### src/rtl/morse_pkg.sv
// Shared Morse definitions: FSM states, ASCII constants and the A-Z/0-9 code table.
// Patterns are stored first-symbol-in-bit-0, with 0 = dot and 1 = dash.
package morse_pkg;

   typedef enum logic [1:0] {
      ST_IDLE  = 2'd0,
      ST_MARK  = 2'd1,
      ST_SPACE = 2'd2
   } state_t;

   localparam int         MAX_SYM_LEN = 5;
   localparam int         NUM_CODES   = 36;
   localparam logic [7:0] ASCII_SPACE = 8'h20;
   localparam logic [7:0] ASCII_ERR   = 8'h3F;

   typedef struct packed {
      logic [2:0] len;
      logic [4:0] pat;
      logic [7:0] ascii;
   } morse_code_t;

   localparam morse_code_t MORSE_TABLE [NUM_CODES] = '{
      {3'd2, 5'b00010, 8'h41}, {3'd4, 5'b00001, 8'h42}, {3'd4, 5'b00101, 8'h43},
      {3'd3, 5'b00001, 8'h44}, {3'd1, 5'b00000, 8'h45}, {3'd4, 5'b00100, 8'h46},
      {3'd3, 5'b00011, 8'h47}, {3'd4, 5'b00000, 8'h48}, {3'd2, 5'b00000, 8'h49},
      {3'd4, 5'b01110, 8'h4A}, {3'd3, 5'b00101, 8'h4B}, {3'd4, 5'b00010, 8'h4C},
      {3'd2, 5'b00011, 8'h4D}, {3'd2, 5'b00001, 8'h4E}, {3'd3, 5'b00111, 8'h4F},
      {3'd4, 5'b00110, 8'h50}, {3'd4, 5'b01011, 8'h51}, {3'd3, 5'b00010, 8'h52},
      {3'd3, 5'b00000, 8'h53}, {3'd1, 5'b00001, 8'h54}, {3'd3, 5'b00100, 8'h55},
      {3'd4, 5'b01000, 8'h56}, {3'd3, 5'b00110, 8'h57}, {3'd4, 5'b01001, 8'h58},
      {3'd4, 5'b01101, 8'h59}, {3'd4, 5'b00011, 8'h5A},
      {3'd5, 5'b11111, 8'h30}, {3'd5, 5'b11110, 8'h31}, {3'd5, 5'b11100, 8'h32},
      {3'd5, 5'b11000, 8'h33}, {3'd5, 5'b10000, 8'h34}, {3'd5, 5'b00000, 8'h35},
      {3'd5, 5'b00001, 8'h36}, {3'd5, 5'b00011, 8'h37}, {3'd5, 5'b00111, 8'h38},
      {3'd5, 5'b01111, 8'h39}
   };

endpackage

### src/rtl/morse_lut.sv
// Combinational Morse lookup: {len, sym} -> {hit, ascii}. Misses return the error character.
module morse_lut
   import morse_pkg::*;
(
   input  logic [2:0] len_i,
   input  logic [4:0] sym_i,
   output logic       hit_o,
   output logic [7:0] ascii_o
);

   always_comb begin
      hit_o   = 1'b0;
      ascii_o = ASCII_ERR;
      for (int i = 0; i < NUM_CODES; i++) begin
         if (MORSE_TABLE[i].len == len_i && MORSE_TABLE[i].pat == sym_i) begin
            hit_o   = 1'b1;
            ascii_o = MORSE_TABLE[i].ascii;
         end
      end
   end

endmodule

### src/rtl/morse_decoder.sv
// Morse receiver: synchronizes and debounces the keyed line, times marks/spaces in dot
// units and emits one ASCII character per letter gap plus a space per word gap.
module morse_decoder
   import morse_pkg::*;
#(
   parameter int UNIT_CYCLES = 2500000,
   parameter int DEB_CYCLES  = 250000,
   parameter int DASH_UNITS  = 2,
   parameter int CHAR_UNITS  = 3,
   parameter int WORD_UNITS  = 7
) (
   input  logic       iCLK,
   input  logic       iRST_N,
   input  logic       iKEY,
   output logic [7:0] oCHAR,
   output logic       oVALID,
   output logic       oERR,
   output logic       oBUSY
);

   localparam int PW = $clog2(UNIT_CYCLES);
   localparam int DW = $clog2(DEB_CYCLES + 1);

   logic [1:0]    sync_q;
   logic          deb_q;
   logic [DW-1:0] deb_cnt_q;
   logic [PW-1:0] presc_q;
   logic [2:0]    units_q;

   logic          deb_flip, rise, fall, key_edge, tick, char_hit, word_hit;
   logic [2:0]    units_eff;

   assign deb_flip  = (sync_q[1] != deb_q) && (deb_cnt_q == DW'(DEB_CYCLES - 1));
   assign rise      = deb_flip &  sync_q[1];
   assign fall      = deb_flip & ~sync_q[1];
   assign key_edge  = deb_flip;
   assign tick      = (presc_q == PW'(UNIT_CYCLES - 1));
   // Unit count including a tick landing in this very cycle, so an edge exactly on a
   // unit boundary is measured as the full number of units.
   assign units_eff = (tick && units_q != 3'd7) ? units_q + 3'd1 : units_q;
   assign char_hit  = tick && (units_q == 3'(CHAR_UNITS - 1));
   assign word_hit  = tick && (units_q == 3'(WORD_UNITS - 1));

   // NOTE: sequential state uses non-blocking assignments so every flop samples
   // pre-edge values regardless of statement order.
   always_ff @(posedge iCLK or negedge iRST_N) begin
      if (!iRST_N) begin
         sync_q    <= '0;
         deb_q     <= 1'b0;
         deb_cnt_q <= '0;
         presc_q   <= '0;
         units_q   <= '0;
      end else begin
         sync_q <= {sync_q[0], iKEY};
         if (sync_q[1] == deb_q || deb_flip) begin
            deb_cnt_q <= '0;
         end else begin
            deb_cnt_q <= deb_cnt_q + DW'(1);
         end
         if (deb_flip) begin
            deb_q <= sync_q[1];
         end
         if (key_edge) begin
            presc_q <= '0;
            units_q <= '0;
         end else begin
            presc_q <= tick ? '0 : presc_q + PW'(1);
            units_q <= units_eff;
         end
      end
   end

   state_t     state_q, state_d;
   logic [4:0] sym_q, sym_d;
   logic [2:0] len_q, len_d;
   logic       ovf_q, ovf_d;
   logic [7:0] char_q, char_d;
   logic       valid_q, valid_d;
   logic       err_q, err_d;
   logic       lut_hit;
   logic [7:0] lut_ascii;

   morse_lut u_lut (
      .len_i   (len_q),
      .sym_i   (sym_q),
      .hit_o   (lut_hit),
      .ascii_o (lut_ascii)
   );

   // NOTE: every signal driven here gets a default first; a path that leaves one
   // unassigned would infer a latch.
   always_comb begin
      state_d = state_q;
      sym_d   = sym_q;
      len_d   = len_q;
      ovf_d   = ovf_q;
      char_d  = char_q;
      valid_d = 1'b0;
      err_d   = 1'b0;
      case (state_q)
         ST_IDLE: begin
            if (rise) state_d = ST_MARK;
         end
         ST_MARK: begin
            if (fall) begin
               if (len_q == 3'(MAX_SYM_LEN)) begin
                  ovf_d = 1'b1;
               end else begin
                  sym_d = sym_q | (5'(units_eff >= 3'(DASH_UNITS)) << len_q);
                  len_d = len_q + 3'd1;
               end
               state_d = ST_SPACE;
            end
         end
         ST_SPACE: begin
            if (word_hit) begin
               valid_d = 1'b1;
               char_d  = ASCII_SPACE;
               state_d = ST_IDLE;
            end else if (char_hit && len_q != 3'd0) begin
               valid_d = 1'b1;
               err_d   = ~lut_hit | ovf_q;
               char_d  = err_d ? ASCII_ERR : lut_ascii;
               sym_d   = '0;
               len_d   = '0;
               ovf_d   = 1'b0;
            end
            // A rise coinciding with a gap threshold still emits, then starts a new mark.
            if (rise) state_d = ST_MARK;
         end
         default: state_d = ST_IDLE;
      endcase
   end

   always_ff @(posedge iCLK or negedge iRST_N) begin
      if (!iRST_N) begin
         state_q <= ST_IDLE;
         sym_q   <= '0;
         len_q   <= '0;
         ovf_q   <= 1'b0;
         char_q  <= '0;
         valid_q <= 1'b0;
         err_q   <= 1'b0;
      end else begin
         state_q <= state_d;
         sym_q   <= sym_d;
         len_q   <= len_d;
         ovf_q   <= ovf_d;
         char_q  <= char_d;
         valid_q <= valid_d;
         err_q   <= err_d;
      end
   end

   assign oCHAR  = char_q;
   assign oVALID = valid_q;
   assign oERR   = err_q;
   assign oBUSY  = (state_q != ST_IDLE);

endmodule

### config.mk
export PLATFORM = sky130hd
export DESIGN_NAME = morse_decoder
export DESIGN_NICKNAME = d
export VERILOG_FILES = /design/src/rtl/morse_pkg.sv /design/src/rtl/morse_lut.sv /design/src/rtl/morse_decoder.sv
export SDC_FILE = /design/constraint.sdc
export NUM_CORES = 1
export LEC_CHECK = 0
export BUFFER_PORTS_ARGS = -buffer_cell sky130_fd_sc_hd__buf_2
export CAP_MARGIN = 5
export CORE_MARGIN = 2
export CORE_UTILIZATION = 45
export CTS_BUF_LIST = sky130_fd_sc_hd__clkbuf_8
export CTS_CLUSTER_SIZE = 20
export DETAILED_ROUTE_END_ITERATION = 8
export HOLD_SLACK_MARGIN = 0.05
export SYNTH_ARGS = -nofsm -noshare
export SYNTH_HDL_FRONTEND = slang
export SYNTH_SLANG_ARGS = --single-unit
### constraint.sdc
create_clock -name iCLK -period 2.4 [get_ports iCLK]
set_clock_uncertainty 0.15 [all_clocks]
set_input_delay 0.12 -clock iCLK [delete_from_list [all_inputs] [get_ports iCLK]]
set_output_delay 0.12 -clock iCLK [all_outputs]
set_load 0.005 [all_outputs]
Word level (Yosys, flattened, before mapping) --
Cells that the tools add are included. Widths: inputs -> output; s select.
Operators by class: order comparisons 1, add/subtract/negate cells 4, reduce and logical (&&, ||, !) cells 52, eq/ne operators 40, bitwise logic cells 6, mux-type cells 106, shift operators 1
Operators by type and width (count):
- $mux 7 | 36
- $mux 1 | 46
- $mux 22 | 2
- $logic_and 1x1->1 | 41
- $eq 4x5->1 const A | 6
- $eq 5x5->1 const A | 5
- $mux 8 | 3
- $add 22x1->22 const B | 1
- $eq 22x22->1 const B | 1
- $eq 3x5->1 const A | 4
- $mux 5 | 4
- $add 18x1->18 const B | 1
- $eq 18x18->1 const B | 1
- $mux 18 | 1
- $mux 3 | 6
- $ne 2x2->1 const B | 6
- $eq 2x5->1 const A | 2
- $pmux 5 s2 | 1
- $reduce_and 5->1 | 2
- $mux 2 | 4
- $add 3x1->3 const B | 2
- $eq 2x3->1 const A | 2
- $eq 3x3->1 const A | 2
- $eq 3x3->1 const B | 2
- 24 further kinds | 29
Storage, ports and cells: output and inout bits 11, word-level logic and storage cells 222, bits of input ports 3, register bits after elaboration 67

Depth between registers and ports, before layout --
Gate-level depths: netlist of the first run.
word-level depth 43, gate-level depth with buffers 9, gate-level depth less buffers 8

Cells and area by module --
Synthesis of the first run repeated with hierarchy kept, for this count alone.
Unflattened totals: cell total of the unflattened synthesis 443, area, all modules 4088.9 um^2
By module, submodules not included:
- morse_decoder | cells each 323, area an instance 3279.4 um^2, seq. area each 1676.6 um^2, times used 1
- morse_lut | cells each 120, area an instance 809.5 um^2, seq. area each 0.0 um^2, times used 1

Worst setup path before layout of the first run --
No wires, ideal clock.
kind register to register, start point register presc_q[9], end point register sym_q[3], buffers on the path 0, library setup time 101 ps, setup slack -79 ps, stages on the path, launching flop included 7, clock period less this slack 2479 ps, arrival time 2228 ps, required time 2149 ps, cells stage by stage dfrtp_1 nor4_1 nand4_2 nor3_4 mux2_4 or4_4 o32ai_1
Between the ends: word-level cells in the longest chain between the ends 9, elaborated cells on any way between the ends 15, those cells by class order compare (1); eq/ne (3); shift (1); mux (4); bitwise (1); reduce/logical (5)
Ends and longest elaborated chain:
- start: declaration | line morse_decoder.sv:27 | logic [PW-1:0] presc_q;
- start signal: assignment | line morse_decoder.sv:67 | presc_q <= tick ? '0 : presc_q + PW'(1);
- $eq 22x22->1 * | line morse_decoder.sv:37 | assign tick = (presc_q == PW'(UNIT_CYCLES - 1));
- $logic_and 1x1->1 | line morse_decoder.sv:40 | assign units_eff = (tick && units_q != 3'd7) ? units_q + 3'd1 : units_q;
- $mux 3 | line morse_decoder.sv:40
- $ge 3x2->1 | line morse_decoder.sv:109 | sym_d = sym_q | (5'(units_eff >= 3'(DASH_UNITS)) << len_q);
- $shl 1x3->5 | line morse_decoder.sv:109
- $or 5x5->5 | line morse_decoder.sv:109
- $mux 5 | line morse_decoder.sv:106 | if (len_q == 3'(MAX_SYM_LEN)) begin
- $mux 5 | line morse_decoder.sv:105 | if (fall) begin
- $pmux 5 s2 | line morse_decoder.sv:100 | case (state_q)
- end signal: assignment | line morse_decoder.sv:146 | sym_q <= sym_d;
- end: declaration | line morse_decoder.sv:74 | logic [4:0] sym_q, sym_d;
Every way passes the cells marked *; elsewhere a longest branch is shown, timed or not. The select of a mux whose other input is x is not followed. A chain may end at the register's enable or synchronous reset.

Final worst setup path of the first run --
start point register presc_q[9], end point register sym_q[2]
Same word-level chain as after synthesis.

==> results of run 1 <==
report_power, final:
part           internal, mW  switching (mW)  total [mW]  leakage [nW]
logic                0.0115          0.0307      0.0422          1.22
registers              1.12         0.00585        1.12         0.897
clock network         0.594           0.477        1.07         0.106
synthesized netlist by cell type, types with 2 or more instances:
cell type / count / share of area, %
dfrtp_1: 66 / 41
nor2_1: 61 / 5.6
nand2_1: 27 / 2.5
nand3_1: 19 / 2.3
xor2_1: 19 / 4.1
inv_1: 16 / 1.5
a21oi_1: 15 / 1.8
xnor2_1: 15 / 3.2
nor3_1: 13 / 1.6
o21ai_0: 11 / 1.4
buf_2: 10 / 1.2
ha_1: 10 / 3.1
nand2b_1: 10 / 1.5
a211oi_1: 8 / 1.5
or3_1: 8 / 1.2
and4_1: 6 / 1.3
nor4_1: 6 / 0.92
o22ai_1: 6 / 0.92
or2_2: 6 / 0.92
a31oi_1: 5 / 0.77
and3_1: 5 / 0.77
buf_4: 5 / 0.92
nor2b_1: 5 / 0.77
and2_1: 4 / 0.61
nand4_1: 4 / 0.61
o32ai_1: 4 / 0.86
a21o_1: 3 / 0.55
a32o_1: 3 / 0.74
clkbuf_1: 3 / 0.28
nand3b_1: 3 / 0.55
nand4b_1: 3 / 0.64
nor4b_1: 3 / 0.64
or2_1: 3 / 0.46
a2111oi_0: 2 / 0.43
a22oi_1: 2 / 0.37
buf_6: 2 / 0.55
nor2_2: 2 / 0.31
nor3_4: 2 / 0.80
nor4_2: 2 / 0.61
nor4bb_1: 2 / 0.49
o21a_1: 2 / 0.37
o21ai_1: 2 / 0.25
or3b_1: 2 / 0.43
or3b_4: 2 / 0.55
flip-flops by register name, summed over array words and instances (netlist names):
register,count
sym_q,5
deb_cnt_q,18
state_q,2
deb_q,1
sync_q,2
ovf_q,1
oERR,1
oCHAR,7
presc_q,22
len_q,3
oVALID,1
units_q,3
critical path, delay by kind of cell (launching register included):
kind / cells / cell delay [ns]
compound gates: 1 / 0.22
flops: 1 / 0.40
mux: 1 / 0.33
simple gates: 4 / 1.22
what timing repair did:
item | in CTS | in global routing
endpoints found under the setup margin | 9 | 12
hold buffers | 2 | 0
buffers inserted | 4 | 5
pin swaps | 3 | 8
endpoints found under the hold margin | 28 | 0
gates resized for setup | 6 | 20
logic make-up (layout without fill, tap and decap cells):
group           after synthesis  count (layout)  share of synthesized area [%]
simple gates                212             212                          30.32
other cells                   1               1                        0.09196
flops                        66              66                          40.50
xor+xnor                     34              34                          7.303
mux                           3               3                         0.8897
fa+ha+maj                    10              10                          3.068
buf+inv                      37             107                          4.572
compound gates               76              76                          13.26
stage by stage:
step / worst slack (ns) / std cells / utilization, %
floorplan: -0.008141 / 439 / -
global placement: -0.1045 / 590 / 52.27
detailed placement: -0.1496 / 590 / 52.27
CTS: -0.04552 / 612 / 55.81
global route: -0.1012 / 617 / 57.37
finish: -0.02376 / 617 / 57.37
final cells by class:
class / instances / area (sq um) / share of cell area [%]
Multi-Input combinational cell: 336 / 2365 / 47.04
Sequential cell: 66 / 1654 / 32.90
Timing Repair Buffer: 75 / 588.1 / 11.70
Tap cell: 108 / 135.1 / 2.688
Clock buffer: 9 / 123.9 / 2.464
Clock inverter: 7 / 101.3 / 2.016
Inverter: 16 / 60.06 / 1.195
metal layers:
layer  global-route usage (%)  routed length [um]  part of all wire, %  vias to the layer above
met5                        0                   0                    0                        -
met2                    34.41                4700                   50                       66
met1                    24.88                4176                   45                     1645
met4                    8.746                 210                  2.3                        0
li1                         -                   -                    -                     1696
met3                    3.373                 245                  2.6                       16
path summary, 6_finish.rpt:
kind                                         end  cells past startpoint
setup / recovery            sym_q[2]$_DFFE_PN0P_                      6
hold / removal             presc_q[13]$_DFF_PN0_                      2
setup reg to reg            sym_q[2]$_DFFE_PN0P_                      6
hold reg to reg              sync_q[1]$_DFF_PN0_                      0
max in group asynchronous   oCHAR[3]$_DFFE_PN0P_                      3
min in group iCLK            sync_q[1]$_DFF_PN0_                      0
==> impl_metrics.csv, run 1 <==
group,metric,value,unit
outcome,status,"complete, but fails checks",
outcome,violations,"setup timing",
critical_path,cp-end-kind,"flop",
grt,grt_usage,20.05,%
min_path,min_path_type,"in -> async",
logic_synthesis,ys_warn_count,0,
route,drt_iter0_drc,145,
floorplanning,core_region_area,8763,sq um
timing,finalCritPeriodShare,101.0,%
grt,grt_pass1_vias,3400,
cells_and_area,fin_nets,517,
timing,setup_viol,2,
floorplanning,io_pins,14,
clock_network,cts_tree,"yes",
placement,gp_congestion,0.8666,
logic_synthesis,synth_area_per_cell,9.289,sq um
logic_synthesis,syn_area,4078,sq um
critical_path,crit_chain,"nor4_2, nand4_2, nor3_4, mux2_4, or4_4, o32ai_2",
route,via_count,3423,
floorplanning,dieArea,9839,sq um
critical_path,worst_ep_arrival_time,2.52,ns
flow_run,maxCapViolCount,0,
logic_synthesis,yosysUniqueCellTypes,76,
timing,hold_viol,0,
cells_and_area,num-fill-cells,782,
timing,layout_setup_ws,-0.02376,ns
grt,gr-total-overflow,0,
logic_synthesis,syn_inst,439,
placement,post_dp_cell_area,4581,sq um
timing,slew_headroom,56.60,%
floorplanning,chipHeight,99.19,um
timing,period_needed,2.424,ns
route,drc_errors,0,
cells_and_area,mostFrequentLayoutCell,"dfrtp_1",
timing,report.final.slew_viol_count,0,
grt,grt_pass1_wl,15900,um
logic_synthesis,ys.flop_type,"dfrtp_1",
critical_path,cp_slowest_stage_delay,0.51,ns
pwr,total_power,2.235,mW
cells_and_area,stdcell_area,5027,sq um
timing,tightest_slew,0.6510,ns
clock_network,cts_buffer_depth,2,
critical_path,worstSetupPathType,"reg -> reg",
logic_synthesis,yosysSeqAreaShare,40.50,%
route,drt_wl_total,9333,um
critical_path,r2r_setup_slack,-0.02,ns
clock_network,cts_root_buf,"clkbuf_8",
critical_path,crit_path_start,"presc_q[9]$_DFF_PN0_",
logic_synthesis,ys_ff_latch,66,
grt,grt_start_max_net_pins,40,
placement,portBuffers,12,
route,first_pass_iters,4,
floorplanning,initial_utilization,46.53,%
clock_network,clk_latency,0.35,ns
floorplanning,rows,34,
route,via_per_inst,5.548,
pwr,ir_drop,0.2514,mV
pwr,power.leakage,2.224,nW
cells_and_area,layout_common_cells,"64 x dfrtp_1, 60 x nor2_1, 57 x buf_4",
logic_synthesis,synthesis.nets,452,
cells_and_area,drive_gt1_share,26.92,%
route,ant_nets,0,
cells_and_area,antenna-diode-count,0,
critical_path,critPathSlowestCell,"or4_4",
timing,hold_ws,0.1784,ns
critical_path,cp.required,2.50,ns
timing,max_freq,0.4126,GHz
clock_network,clock-sinks,66,
critical_path,critPathLaunchType,"flop",
pwr,p_per_area,444.6,nW/um^2
clock_network,cts_made_buffers,9,
route,wl_per_cell,15.13,um
placement,dp.final_hpwl,6724,um
critical_path,worstPathMaxFanout,2,
logic_synthesis,synth_edf_count,0,
timing,tns,-0.02697,ns
clock_network,path_clk_slew,0.08,ns
grt,antenna_found_initial,0,
timing,grt_setup_unrepaired,"true",
cells_and_area,areaGrowthSynthToFinish,23.29,%
logic_synthesis,async_flop_share,100.0,%
clock_network,h-tree-depth,3,
critical_path,r2r-start,"presc_q[9]$_DFF_PN0_",
floorplanning,die_w,99.19,um
Note: power is estimated with default switching activity, not from simulation.
==> inputs of run 2 (changes only) <==
--- a/config.mk
+++ b/config.mk
@@ -16,3 +16,4 @@
 export SYNTH_ARGS = -nofsm -noshare
 export SYNTH_HDL_FRONTEND = slang
 export SYNTH_SLANG_ARGS = --single-unit
+export TNS_END_PERCENT = 10
==> run 2 against run 1 <==
Net effect:
- the run still ends with setup timing left
- clock power barely moved
- critical endpoint unchanged
- setup slack got worse by 0.038 ns
- combinational power about the same
- non-clock buffer count decreased by 6
==> impl_metrics.csv, run 2 (synthesis results as in run 1) <==
group,metric,value,unit
timing,layout_setup_ws,-0.06157,ns
clock_network,cts_buffer_depth,2,
floorplanning,chipHeight,99.19,um
critical_path,critPathLaunchType,"flop",
critical_path,worstPathMaxFanout,2,
timing,report.final.slew_viol_count,0,
route,via_per_inst,5.548,
floorplanning,io_pins,14,
clock_network,clock-sinks,66,
route,first_pass_iters,4,
cells_and_area,largest_reg_flops,22,
clock_network,h-tree-depth,3,
cells_and_area,layout_common_cells,"66 x dfrtp_1, 61 x nor2_1, 52 x buf_4",
clock_network,cts_root_buf,"clkbuf_8",
placement,dp.final_hpwl,6724,um
cells_and_area,multiInputGateArea,2316,sq um
cells_and_area,largest-register,"presc_q",
timing,max_freq,0.4062,GHz
route,drc_errors,0,
clock_network,cts_tree,"yes",
floorplanning,dieArea,9839,sq um
floorplanning,die_w,99.19,um
pwr,p_per_area,453.3,nW/um^2
route,ant_nets,0,
timing,slew_headroom,56.07,%
timing,tns,-0.1124,ns
critical_path,worst_ep_arrival_time,2.56,ns
critical_path,cp-end-kind,"flop",
timing,finalCritPeriodShare,102.6,%
floorplanning,rows,34,
cells_and_area,antenna-diode-count,0,
min_path,min_path_type,"in -> async",
route,via_count,3390,
grt,grt_pass1_wl,15800,um
timing,grt_setup_unrepaired,"true",
cells_and_area,fin_nets,511,
route,drt_iter0_drc,138,
floorplanning,initial_utilization,46.53,%
clock_network,clk_latency,0.35,ns
clock_network,path_clk_slew,0.08,ns
floorplanning,core_region_area,8763,sq um
pwr,power.leakage,2.196,nW
cells_and_area,mostFrequentLayoutCell,"dfrtp_1",
timing,setup_viol,2,
cells_and_area,drive_gt1_share,24.65,%
route,wl_per_cell,15.11,um
placement,place_ws,-0.1496,ns
grt,antenna_found_initial,0,
outcome,violations,"setup timing",
route,drt_wl_total,9230,um
timing,period_needed,2.462,ns
critical_path,worstSetupPathType,"reg -> reg",
grt,grt_pass1_vias,3375,
cells_and_area,areaGrowthSynthToFinish,20.62,%
outcome,status,"complete, but fails checks",
cells_and_area,num-fill-cells,791,
clock_network,cts_made_buffers,9,
timing,tightest_slew,0.6589,ns
timing,hold_viol,0,
grt,grt_usage,19.92,%
grt,gr-total-overflow,0,
grt,grt_start_max_net_pins,40,
pwr,ir_drop,0.2514,mV
placement,gp_congestion,0.8666,
flow_run,maxCapViolCount,0,
cells_and_area,seqCellArea,1652,sq um
critical_path,cp.required,2.50,ns
placement,portBuffers,12,
[run 2: routing by layer]
metal	track usage (%)	wire [um]	part of all wire [%]
met5	0	0	0
met4	8.746	187	2.0
met3	3.373	234	2.5
met2	33.89	4664	51
met1	24.91	4143	45
[run 2: path summary, 6_finish.rpt]
check,startpoint,end,slack [ns],depth (start not counted)
setup / recovery,presc_q[12]$_DFF_PN0_,sym_q[2]$_DFFE_PN0P_,-0.06,6
hold / removal,iRST_N,presc_q[13]$_DFF_PN0_,0.19,2
setup reg to reg,presc_q[12]$_DFF_PN0_,sym_q[2]$_DFFE_PN0P_,-0.06,6
hold reg to reg,sync_q[0]$_DFF_PN0_,sync_q[1]$_DFF_PN0_,0.21,0
max in group asynchronous,iRST_N,oCHAR[3]$_DFFE_PN0P_,1.28,3
min in group iCLK,sync_q[0]$_DFF_PN0_,sync_q[1]$_DFF_PN0_,0.21,0
[run 2: stage by stage]
stage                     utilization [%]  total power, mW  instances  area (sq um)  hold slack [ns]
after global placement              52.27            1.186        590          4581          0.04291
after floorplan                         -            1.159        439          4084          -0.3256
after detailed placement            52.27            1.186        590          4581          0.03770
after CTS                           55.34            2.262        608          4850           0.1935
after global routing                56.13            2.323        611          4918           0.2176
final                               56.13            2.230        611          4918           0.1876
[run 2: what timing repair did]
| item | CTS | global route |
|---|---|---|
| resized for setup | 5 | 10 |
| setup endpoints to repair | 9 | 10 |
| hold buffers | 2 | 0 |
| hold endpoints to repair | 28 | 0 |
| pin swaps | 0 | 9 |
| buffers inserted | 0 | 3 |
[run 2: where the power goes]
part | switching, mW | internal [mW]
registers | 0.00585 | 1.12
logic | 0.0308 | 0.0115
clock network | 0.471 | 0.593
[run 2: layout make-up]
class	instances	share of cell area [%]
multi-input cells	336	47.09
flip-flops and latches	66	33.58
repair buffers	69	10.79
well taps	108	2.747
clock buffers	9	2.518
clock inverters	7	2.061
inverters	16	1.221
[run 2: worst max-delay path, cell delays in order (launching register included)]
cell,delay [ns]
dfrtp_1,0.41
nor4bb_2,0.33
nand4_2,0.19
nor3_4,0.23
mux2_4,0.33
or4_4,0.52
o32ai_2,0.22
==> inputs of run 3 (changes only) <==
--- a/config.mk
+++ b/config.mk
@@ -13,6 +13,7 @@
 export CTS_CLUSTER_SIZE = 20
 export DETAILED_ROUTE_END_ITERATION = 8
 export HOLD_SLACK_MARGIN = 0.05
+export RECOVER_POWER = 25
 export SYNTH_ARGS = -nofsm -noshare
 export SYNTH_HDL_FRONTEND = slang
 export SYNTH_SLANG_ARGS = --single-unit
==> run 3 against run 2 <==
Net effect:
- the run ends with capacitance limit, slew limit, setup timing left
- cell area decreased by 0.10%
- largest power group unchanged
- highest routed layer unchanged
- worst hold slack improved by 0.019 ns
- sequential power about the same
- via count about the same
- total power about the same
- flip-flop and latch count unchanged
- largest cell class unchanged
- combinational power about the same
- core utilization decreased by 0.057 points
==> impl_metrics.csv, run 3 (synthesis results as in run 1) <==
group,metric,value,unit
placement,gp_congestion,0.8666,
critical_path,crit_path_start,"presc_q[12]$_DFF_PN0_",
route,drt_iter0_drc,163,
floorplanning,io_pins,14,
placement,dpl.cell_count,590,
floorplanning,die_w,99.19,um
min_path,hold_path_startpoint,"sync_q[0]$_DFF_PN0_",
placement,post_dp_cell_area,4581,sq um
cells_and_area,largest-register,"presc_q",
clock_network,clock-sinks,66,
floorplanning,chipHeight,99.19,um
critical_path,cp-end-kind,"flop",
grt,grt_pass1_vias,3375,
outcome,status,"complete, but fails checks",
route,drc_errors,0,
outcome,violations,"capacitance limit, slew limit, setup timing",
timing,layout_setup_ws,-0.06039,ns
placement,place_ws,-0.1496,ns
timing,hold_viol,0,
timing,finalCritPeriodShare,102.5,%
pwr,p_per_area,453.8,nW/um^2
cells_and_area,antenna-diode-count,0,
cells_and_area,areaGrowthSynthToFinish,20.50,%
flow_run,maxCapViolCount,1,
grt,antenna_found_initial,0,
pwr,power.leakage,2.180,nW
route,wl_per_cell,15.13,um
cells_and_area,stdcell_area,4913,sq um
floorplanning,initial_utilization,46.53,%
floorplanning,rows,34,
cells_and_area,layout_common_cells,"66 x dfrtp_1, 61 x nor2_1, 52 x buf_4",
clock_network,clk_latency,0.35,ns
cells_and_area,final_core_util,56.07,%
timing,grt_setup_unrepaired,"true",
timing,report.final.slew_viol_count,28,
placement,portBuffers,12,
clock_network,cts_tree,"yes",
clock_network,cts_root_buf,"clkbuf_8",
grt,grt_start_max_net_pins,40,
critical_path,worstPathMaxFanout,2,
clock_network,cts_buffer_depth,2,
floorplanning,dieArea,9839,sq um
cells_and_area,mostFrequentLayoutCell,"dfrtp_1",
clock_network,h-tree-depth,3,
critical_path,worst_ep_arrival_time,2.56,ns
critical_path,r2r-start,"presc_q[12]$_DFF_PN0_",
clock_network,cts_made_buffers,9,
cells_and_area,num-fill-cells,791,
critical_path,worstSetupPathType,"reg -> reg",
critical_path,cp.required,2.50,ns
cells_and_area,largest_reg_flops,22,
clock_network,path_clk_slew,0.09,ns
grt,grt_usage,19.92,%
min_path,min_path_type,"reg -> reg",
timing,tightest_slew,1.580,ns
timing,max_freq,0.4064,GHz
route,via_per_inst,5.545,
pwr,ir_drop,0.2514,mV
critical_path,critPathLaunchType,"flop",
cells_and_area,fin_nets,511,
timing,period_needed,2.460,ns
placement,dp.final_hpwl,6724,um
timing,slew_headroom,-5.325,%
timing,tns,-0.1145,ns
cells_and_area,drive_gt1_share,23.86,%
route,ant_nets,0,
grt,gr-total-overflow,0,
timing,setup_viol,2,
route,first_pass_iters,4,
floorplanning,core_region_area,8763,sq um
grt,grt_pass1_wl,15800,um
route,drt_wl_total,9244,um
cells_and_area,fin_cells,611,
route,via_count,3388,
[run 3: changes by cell type in the layout (fill, tap and decap cells not counted), sizes merged]
cell    before  now
clkbuf       9   13
buf         67   63
[run 3: through the flow]
step	hold slack (ns)	total power, mW
3_5_place_dp	0.03770	1.186
4_1_cts	0.1935	2.262
5_1_grt	0.2176	2.323
3_3_place_gp	0.04291	1.186
6_report	0.2065	2.230
2_1_floorplan	-0.3256	1.159
[run 3: cell type report]
type	instances	area [sq um]	share of cell area (%)
repair buffers	69	525.5	10.70
inverters	16	60.06	1.222
clock inverters	7	101.3	2.063
well taps	108	135.1	2.750
clock buffers	9	123.9	2.521
multi-input cells	336	2316	47.14
flip-flops and latches	66	1652	33.61
[run 3: worst paths after layout]
kind / to / slack [ns] / depth (start not counted)
min in group asynchronous: presc_q[13]$_DFF_PN0_ / 0.55 / 2
max in group asynchronous: presc_q[21]$_DFF_PN0_ / 0.63 / 2
min reg2reg: sync_q[1]$_DFF_PN0_ / 0.21 / 0
max reg2reg: sym_q[2]$_DFFE_PN0P_ / -0.06 / 6
max: sym_q[2]$_DFFE_PN0P_ / -0.06 / 6
min: sync_q[1]$_DFF_PN0_ / 0.21 / 0
[run 3: timing repair]
action                                 in CTS  in global routing
buffers inserted                            0                  3
gates resized for setup                     5                 10
setup endpoints to repair                   9                 10
hold buffers                                2                  0
pin swaps                                   0                  9
endpoints found under the hold margin      28                  0
[run 3: metal layers]
metal	global-route usage, %	wire length, um
met5	0	0
met4	8.746	200
met3	3.373	232
met2	33.89	4661
met1	24.91	4150
[run 3: report_power, final]
| part | internal, mW | total [mW] | switching (mW) |
|---|---|---|---|
| Sequential | 1.12 | 1.12 | 0.00585 |
| Clock | 0.594 | 1.06 | 0.471 |
| Combinational | 0.0114 | 0.0422 | 0.0308 |
[run 3: critical path, cell delays in order, from the launching register on]
cell,delay [ns]
dfrtp_1,0.41
nor4bb_2,0.33
nand4_2,0.19
nor3_4,0.23
mux2_4,0.33
or4_4,0.52
o32ai_2,0.22
